[src/rtl/fetch_unit.sv]
// Instruction fetch unit: issues in-order fetch requests, queues the returned words
// with their pcs, and handles redirect flushes and the RUN/HALT delivery gate.
module fetch_unit #(
    parameter logic [31:0] RESET_PC = 32'h0000_0000,
    parameter int unsigned DEPTH    = 4
) (
    input  logic        clk,
    input  logic        rst_n,
    output logic        imem_req_valid,
    input  logic        imem_req_ready,
    output logic [31:0] imem_req_addr,
    input  logic        imem_resp_valid,
    input  logic [31:0] imem_resp_data,
    input  logic        redirect,
    input  logic [31:0] redirect_pc,
    input  logic        pause,
    input  logic        resume,
    output logic        inst_valid,
    input  logic        inst_ready,
    output logic [31:0] inst,
    output logic [31:0] inst_pc,
    output logic        halted
);

    localparam int unsigned PTR_W = (DEPTH > 1) ? $clog2(DEPTH) : 1;
    localparam int unsigned CNT_W = PTR_W + 1;
    localparam int unsigned SUM_W = CNT_W + 1;

    typedef enum logic [0:0] {
        ST_RUN  = 1'b0,
        ST_HALT = 1'b1
    } state_t;

    state_t state;
    state_t state_next;

    logic [31:0]      fetch_pc;
    logic [31:0]      resp_pc;
    logic [CNT_W-1:0] count;
    logic [CNT_W-1:0] outstanding;
    logic [CNT_W-1:0] discard;
    logic [PTR_W-1:0] wr_ptr;
    logic [PTR_W-1:0] rd_ptr;
    logic [31:0]      mem_data [DEPTH];
    logic [31:0]      mem_pc   [DEPTH];

    logic req_fire;
    logic pop;
    logic push;

    assign req_fire      = imem_req_valid && imem_req_ready;
    assign pop           = inst_valid && inst_ready;
    assign push          = imem_resp_valid && (discard == '0) && !redirect;
    assign imem_req_addr = fetch_pc;
    assign inst          = mem_data[rd_ptr];
    assign inst_pc       = mem_pc[rd_ptr];

    always_ff @(posedge clk or negedge rst_n) begin
        if (!rst_n) begin
            state <= ST_RUN;
        end else begin
            state <= state_next;
        end
    end

    // pause has priority over resume in either state
    always_comb begin
        state_next = state;
        case (state)
            ST_RUN:  if (pause) state_next = ST_HALT;
            ST_HALT: if (!pause && resume) state_next = ST_RUN;
            default: state_next = ST_RUN;
        endcase
    end

    always_comb begin
        imem_req_valid = 1'b0;
        inst_valid     = 1'b0;
        halted         = 1'b0;
        if (rst_n) begin
            imem_req_valid = (state == ST_RUN) && !redirect &&
                             ((SUM_W'(count) + SUM_W'(outstanding)) < SUM_W'(DEPTH));
            inst_valid     = (count != '0) && (state == ST_RUN) && !redirect;
            halted         = (state == ST_HALT);
        end
    end

    // resp_pc tracks the pc of the next response that will be kept
    always_ff @(posedge clk or negedge rst_n) begin
        if (!rst_n) begin
            fetch_pc    <= RESET_PC;
            resp_pc     <= RESET_PC;
            count       <= '0;
            outstanding <= '0;
            discard     <= '0;
            wr_ptr      <= '0;
            rd_ptr      <= '0;
        end else begin
            outstanding <= outstanding + CNT_W'(req_fire) - CNT_W'(imem_resp_valid);
            if (redirect) begin
                fetch_pc <= {redirect_pc[31:2], 2'b00};
                resp_pc  <= {redirect_pc[31:2], 2'b00};
                count    <= '0;
                discard  <= outstanding - CNT_W'(imem_resp_valid);
                wr_ptr   <= '0;
                rd_ptr   <= '0;
            end else begin
                if (req_fire) fetch_pc <= fetch_pc + 32'd4;
                if (push) begin
                    resp_pc <= resp_pc + 32'd4;
                    wr_ptr  <= wr_ptr + PTR_W'(1);
                end
                if (pop) rd_ptr <= rd_ptr + PTR_W'(1);
                count <= count + CNT_W'(push) - CNT_W'(pop);
                if (imem_resp_valid && (discard != '0)) discard <= discard - CNT_W'(1);
            end
        end
    end

    always_ff @(posedge clk) begin
        if (push) begin
            mem_data[wr_ptr] <= imem_resp_data;
            mem_pc[wr_ptr]   <= resp_pc;
        end
    end

    a_no_overflow: assert property (@(posedge clk) disable iff (!rst_n)
        !(push && (count == CNT_W'(DEPTH))));
    a_no_orphan_resp: assert property (@(posedge clk) disable iff (!rst_n)
        !(imem_resp_valid && (outstanding == '0)));

endmodule
[config.mk]
export PLATFORM = sky130hd
export DESIGN_NAME = fetch_unit
export DESIGN_NICKNAME = d
export VERILOG_FILES = /design/src/rtl/fetch_unit.sv
export SDC_FILE = /design/constraint.sdc
export NUM_CORES = 1
export LEC_CHECK = 0
export CAP_MARGIN = 10
export CORE_ASPECT_RATIO = 0.75
export CORE_MARGIN = 2
export CORE_UTILIZATION = 59
export DETAILED_ROUTE_END_ITERATION = 12
export HOLD_SLACK_MARGIN = 0.15
export PLACE_DENSITY_LB_ADDON = 0.15
export SYNTH_ARGS = -nofsm -noshare
export SYNTH_HDL_FRONTEND = slang
export SYNTH_SLANG_ARGS = --single-unit
[constraint.sdc]
create_clock -name clk -period 7.1 [get_ports clk]
set_input_delay 1.42 -clock clk [delete_from_list [all_inputs] [get_ports clk]]
set_output_delay 1.42 -clock clk [all_outputs]
set_load 0.005 [all_outputs]
==> flow_summary.yaml, run 1 <==
sta:
  final_hold_viol_count: 0
  setup_viol: 0
  finalCriticalPeriod_ps: 4590
  period_share_pct: 64.6
  timing.final.ws_setup_ps: 2510
  slew_headroom_pct: 25.3
  tightest_slew_ps: 1120
  finClkSkew_ps: 12.0
  setup_tns_ps: 0
  max_freq_mhz: 218
  maxSlewViolCount: 0
  rsz0062_at_grt: "false"
place:
  dpl.hpwl_microns: 17100
  place_inst: 1212
  portBuffers: 164
  dp_slack_ps: 2380
  place_congestion: 0.867
hold_path:
  whs_endpoint: "state"
  hold_depth: 1
  worstHoldStart: "state"
  hold_path.class: "reg -> reg"
final_layout:
  final_nets: 1041
  final_layout_size_suffix_gt1_share_pct: 13.9
  antenna-diode-count: 0
  syn2layout_area_growth_pct: 22.2
  layoutNonFillerInstCount: 1269
detailed_routing:
  drt_iter0_drc: 609
  met1_length_microns: 12200
  viasPerCell: 5.91
  wl_met2_microns: 12200
  wire_per_inst_microns: 21.1
  top_layer_used: "met4"
  remaining_drc_errors: 0
  num_vias: 7503
  drtPass1Iterations: 5
  routed_wl_microns: 26800
  wl_met3_microns: 2210
  ant_nets: 0
global_route:
  track_usage_pct: 23.4
  antenna_found_initial: 0
  grt_overflow: 0
  grt_pass1_vias: 7675
  grt_start_max_net_pins: 75
  grt_first_pass_wirelength_microns: 42500
critical_path:
  path_max_fanout: 6
  worst-r2r-cell-count: 11
  critPathSlowestCell: "clkdlybuf4s50_1"
  crit_chain: "clkdlybuf4s50_1, or3b_1, nor3_1, clkdlybuf4s50_1"
  cp_common_cell: "clkdlybuf4s50_1"
  max_stage_delay_ps: 540
  regToRegSetupSlack_ps: 3570
  cp_num_buf_inv: 2
  r2r_start: "outstanding[2]"
  cp-end-kind: "primary output"
  crit_family: "buffers and inverters"
  critical_path_class: "in -> out"
  worstSetupStartpointType: "primary input"
  arrival_ps: 3170
  required_ps: 5680
  r2r_end: "outstanding[2]"
outcome:
  status: "finished, final reports clean"
run:
  drv_cap: 0
yosys:
  yosysMostFrequentCell: "edfxtp_1"
  synth_cells: 774
  synth_commonest_cells: "edfxtp_1, dfrtp_1, mux4_2"
  synth_area_leaders: "edfxtp_1, dfrtp_1, mux4_2, xor2_1, ha_1"
  ys.flop_type: "edfxtp_1"
  yosys.cell_types.count: 51
  yosysTopAreaCell: "edfxtp_1"
  synth_compound_area_share_pct: 3.29
  async_reset_ff_share_pct: 23.0
  yosys_warnings: 0
  ys_seq_area_share_pct: 70.7
  synth.avg_cell_area_sq_um: 17.0
  synth-xor-area-share_pct: 3.06
  ys_ff_latch: 322
  synth_top_area_share_pct: 56.6
  yosys.area_share.simple_pct: 7.85
  syn_area_sq_um: 13200
  synthMuxAreaShare_pct: 11.4
  synth_top_family_by_area: "multiplexers"
  synth_edf_count: 248
  synth_fa_ha_area_share_pct: 1.83
floorplanning:
  die_area_sq_um: 23500
  chipWidth_microns: 176
  core_area_sq_um: 22000
  ioPinCount: 171
  die_h_microns: 133
  rows: 47
  initial_core_util_pct: 59.8
cts:
  cts_tree: "yes"
  clk_latency_ps: 560
  cts_hold_buf: 0
  cts_buffer_depth: 3
  cts_resized: 0
  cts-root-buf: "clkbuf_16"
  cts_setup_buffers: 0
  clkTransAtPathRegs_ps: 60
  h-tree-depth: 1
  clock-sinks: 322
  cts_made_buffers: 31
pwr:
  powerDensity_nw_per_um2: 264
  vdd_drop_max_uv: 195
  leakagePower_nw: 5.45
-- flip-flops by register name, summed over array words and instances, names as in the netlist, 2 cells and up --
name	cells
resp_pc	30
count	3
wr_ptr	2
outstanding	3
mem_pc	120
mem_data	128
imem_req_addr	30
discard	3
rd_ptr	2
-- worst max path at each step --
stage                      to  slack [ps]             from  cells past startpoint
2_1_floorplan  mem_data[0][0]        3250  imem_resp_valid                      4
3_3_place_gp   imem_req_valid        2530         redirect                      4
3_5_place_dp    mem_pc[3][28]        2380  imem_resp_valid                      5
4_1_cts           inst_pc[13]        2390        rd_ptr[0]                      3
5_1_grt           inst_pc[13]        2280        rd_ptr[0]                      3
6_report       imem_req_valid        2510         redirect                      4
-- per-stage QoR --
stage,power (mW),utilization [%],hold WS [ps],area (sq um)
after floorplan,2.47,-,458,13200
after global placement,2.67,68.6,483,15100
after detailed placement,2.70,68.6,498,15100
after CTS,4.26,73.1,513,16100
after global routing,4.39,73.1,524,16100
final,4.23,73.1,507,16100
-- cell families (layout without fill, tap and decap cells) --
kind of cell,Yosys count,count (layout)
other cells,1,4
xor+xnor,46,46
buf+inv,55,253
simple gates,191,191
mux,72,72
flops,322,322
fa+ha+maj,18,18
compound gates,69,69
-- report_power, final --
part	switching (mW)	internal [mW]	leakage [nW]	total, mW
clock	0.672	0.901	0.475	1.57
sequential	0.100	2.14	3.13	2.24
combinational	0.195	0.223	1.85	0.418
total	0.967	3.27	5.45	4.23
-- layout by cell type (no fill, tap or decap), types with 5 or more instances in the layout --
cell               n
edfxtp_1         248
clkdlybuf4s50_1  163
dfrtp_1           72
mux4_2            62
nand2_1           51
nand3_1           35
clkbuf_16         32
nor2_1            27
o21ai_0           26
xor2_1            25
inv_1             22
xnor2_1           21
nand4_1           20
ha_1              16
o211ai_1          13
nor3_1             9
clkbuf_1           9
a21oi_1            8
buf_4              8
and3_1             6
nor4_1             6
mux2_2             6
clkinv_2           6
or3_1              5
clkinv_1           5
-- cell type report --
type | count | area [sq um]
timing repair buffer | 172 | 1700
tap | 294 | 368
clock inverter | 16 | 144
multi-input combinational | 400 | 3630
fill | 1354 | 5920
clock buffer | 41 | 835
sequential | 322 | 9300
inverter | 24 | 90.1
-- routing by layer --
layer | track usage, % | up-vias
met5 | 0 | -
met4 | 3.54 | 0
met3 | 4.91 | 27
met2 | 35.4 | 329
met1 | 36.5 | 3772
li1 | - | 3375
No activity file was read; power rests on OpenSTA's default activity.
==> run 2: changes to the inputs <==
--- a/config.mk
+++ b/config.mk
@@ -8,7 +8,7 @@
 export CAP_MARGIN = 10
 export CORE_ASPECT_RATIO = 0.75
 export CORE_MARGIN = 2
-export CORE_UTILIZATION = 59
+export CORE_UTILIZATION = 50
 export DETAILED_ROUTE_END_ITERATION = 12
 export HOLD_SLACK_MARGIN = 0.15
 export PLACE_DENSITY_LB_ADDON = 0.15
==> constraint.sdc (replaced) <==
create_clock -name clk -period 3.85 [get_ports clk]
set_input_delay 0.77 -clock clk [delete_from_list [all_inputs] [get_ports clk]]
set_output_delay 0.77 -clock clk [all_outputs]
set_load 0.005 [all_outputs]
==> flow_summary.yaml, run 2 (same netlist as run 1, synthesis figures left out) <==
final_layout:
  final_layout_size_suffix_gt1_share_pct: 15.7
  syn2layout_area_growth_pct: 24.1
  top_register: "mem_data"
  layout_commonest_cell: "edfxtp_1"
  layout_common_cells: "edfxtp_1, clkdlybuf4s50_1, dfrtp_1, mux4_2, nand2_1"
  antenna-diode-count: 0
  reg_top3: "mem_data (128), mem_pc (120)"
  final_nets: 1051
  design_area_sq_um: 16300
  largest_reg_flops: 128
place:
  dp_slack_ps: 357
  place_congestion: 0.820
  place_area_sq_um: 15300
  portBuffers: 164
  dpl.hpwl_microns: 17700
run:
  drv_cap: 0
global_route:
  grt_start_max_net_pins: 75
  antenna_found_initial: 0
  track_usage_pct: 19.9
  grt_overflow: 0
  grt_first_pass_wirelength_microns: 41900
  grt_pass1_vias: 7315
critical_path:
  worstSetupStartpointType: "flop"
  critical_path_class: "reg -> out"
  critPathSlowestCell: "dfrtp_4"
  required_ps: 3080
  regToRegSetupSlack_ps: 820
  r2r_start: "count[2]"
  r2r_end: "outstanding[2]"
  worst-r2r-cell-count: 11
  path_max_fanout: 22
  cp-end-kind: "primary output"
  crit_chain: "buf_4, mux4_2, clkdlybuf4s50_1"
  max_stage_delay_ps: 720
  arrival_ps: 2630
detailed_routing:
  drtPass1Iterations: 5
  wire_per_inst_microns: 20.6
  num_vias: 7497
  drt_iter0_drc: 515
  ant_nets: 0
  remaining_drc_errors: 0
  routed_wl_microns: 27400
  viasPerCell: 5.64
sta:
  slew_headroom_pct: 36.3
  finClkSkew_ps: 6.85
  setup_viol: 0
  rsz0062_at_grt: "false"
  tightest_slew_ps: 956
  maxSlewViolCount: 0
  max_freq_mhz: 294
  finalCriticalPeriod_ps: 3400
  setup_tns_ps: 0
  period_share_pct: 88.4
  final_hold_viol_count: 0
  timing.final.ws_setup_ps: 445
pwr:
  vdd_drop_max_uv: 335
  powerDensity_nw_per_um2: 493
  leakagePower_nw: 5.57
  swShare_pct: 22.2
  p_int_mw: 6.26
  power_frac_comb_pct: 9.5
  pwr-share-seq_pct: 51.3
  p_sw_mw: 1.79
  finalPower_mw: 8.05
  power.share.clock_pct: 39.2
cts:
  cts_resized: 0
  cts-root-buf: "clkbuf_16"
  clock-sinks: 322
  clkTransAtPathRegs_ps: 60
  h-tree-depth: 1
  clk_latency_ps: 550
  cts_tree: "yes"
  cts_buffer_depth: 3
  cts_setup_buffers: 0
  cts_hold_buf: 0
  cts_made_buffers: 31
floorplanning:
  core_area_sq_um: 25900
  initial_core_util_pct: 50.8
  die_area_sq_um: 27600
  die_h_microns: 144
  ioPinCount: 171
  rows: 51
  chipWidth_microns: 191
outcome:
  status: "finished, final reports clean"
hold_path:
  hold_path.class: "in -> async"
==> run 2: cell count changes in the layout (fill, tap and decap cells not counted), sizes merged <==
cell and delta:
clkdlybuf4s50 -1, bufinv +4, buf +11, clkinv +3, clkbuf -7, inv +1
==> run 2: metal layers <==
layer  share of wire [%]  vias to the layer above  GRT usage [%]
li1                    -                     3399              -
met1                  48                     3826           30.5
met2                  45                      241           30.4
met3                 6.0                       31           3.18
met4                 1.2                        0           3.93
met5                   0                        -              0
==> run 2: worst max path at each step <==
| stage | startpoint | slack (ps) | to |
|---|---|---|---|
| after detailed placement | imem_req_ready | 360 | outstanding[2] |
| after global placement | imem_req_ready | 430 | outstanding[2] |
| after global routing | rd_ptr[0] | 270 | inst_pc[10] |
| final | rd_ptr[0] | 450 | inst_pc[10] |
| after CTS | rd_ptr[0] | 350 | inst_pc[10] |
| after floorplan | imem_resp_valid | 650 | mem_data[0][0] |
==> run 2: worst max-delay path: cells and delay by family (launching register included) <==
kind	cells	cell delay, ps
multiplexers	1	540
flip-flops	1	720
buffers and inverters	2	820
==> run 2: layout make-up <==
class | count | area [sq um]
multi-input cells | 400 | 3630
repair buffers | 182 | 1790
flip-flops and latches | 322 | 9300
clock buffers | 34 | 797
inverters | 24 | 90.1
fillers | 1903 | 9580
clock inverters | 24 | 279
well taps | 344 | 430
==> run 2: through the flow <==
| stage | hold slack, ps | cells | util (%) |
|---|---|---|---|
| after global routing | 531 | 1330 | 63.0 |
| after detailed placement | 493 | 1272 | 58.9 |
| after global placement | 489 | 1272 | 58.9 |
| after floorplan | 458 | 777 | - |
| final | 492 | 1330 | 63.0 |
| after CTS | 509 | 1330 | 63.0 |
==> run 2: power groups by stage <==
stage | Clock (mW) | Combinational [mW] | Sequential (mW)
2_1_floorplan | 0 | 0.405 | 4.15
3_3_place_gp | 0 | 0.764 | 4.19
3_5_place_dp | 0 | 0.774 | 4.20
4_1_cts | 3.22 | 0.780 | 4.13
5_1_grt | 3.35 | 0.848 | 4.15
6_report | 3.16 | 0.768 | 4.13
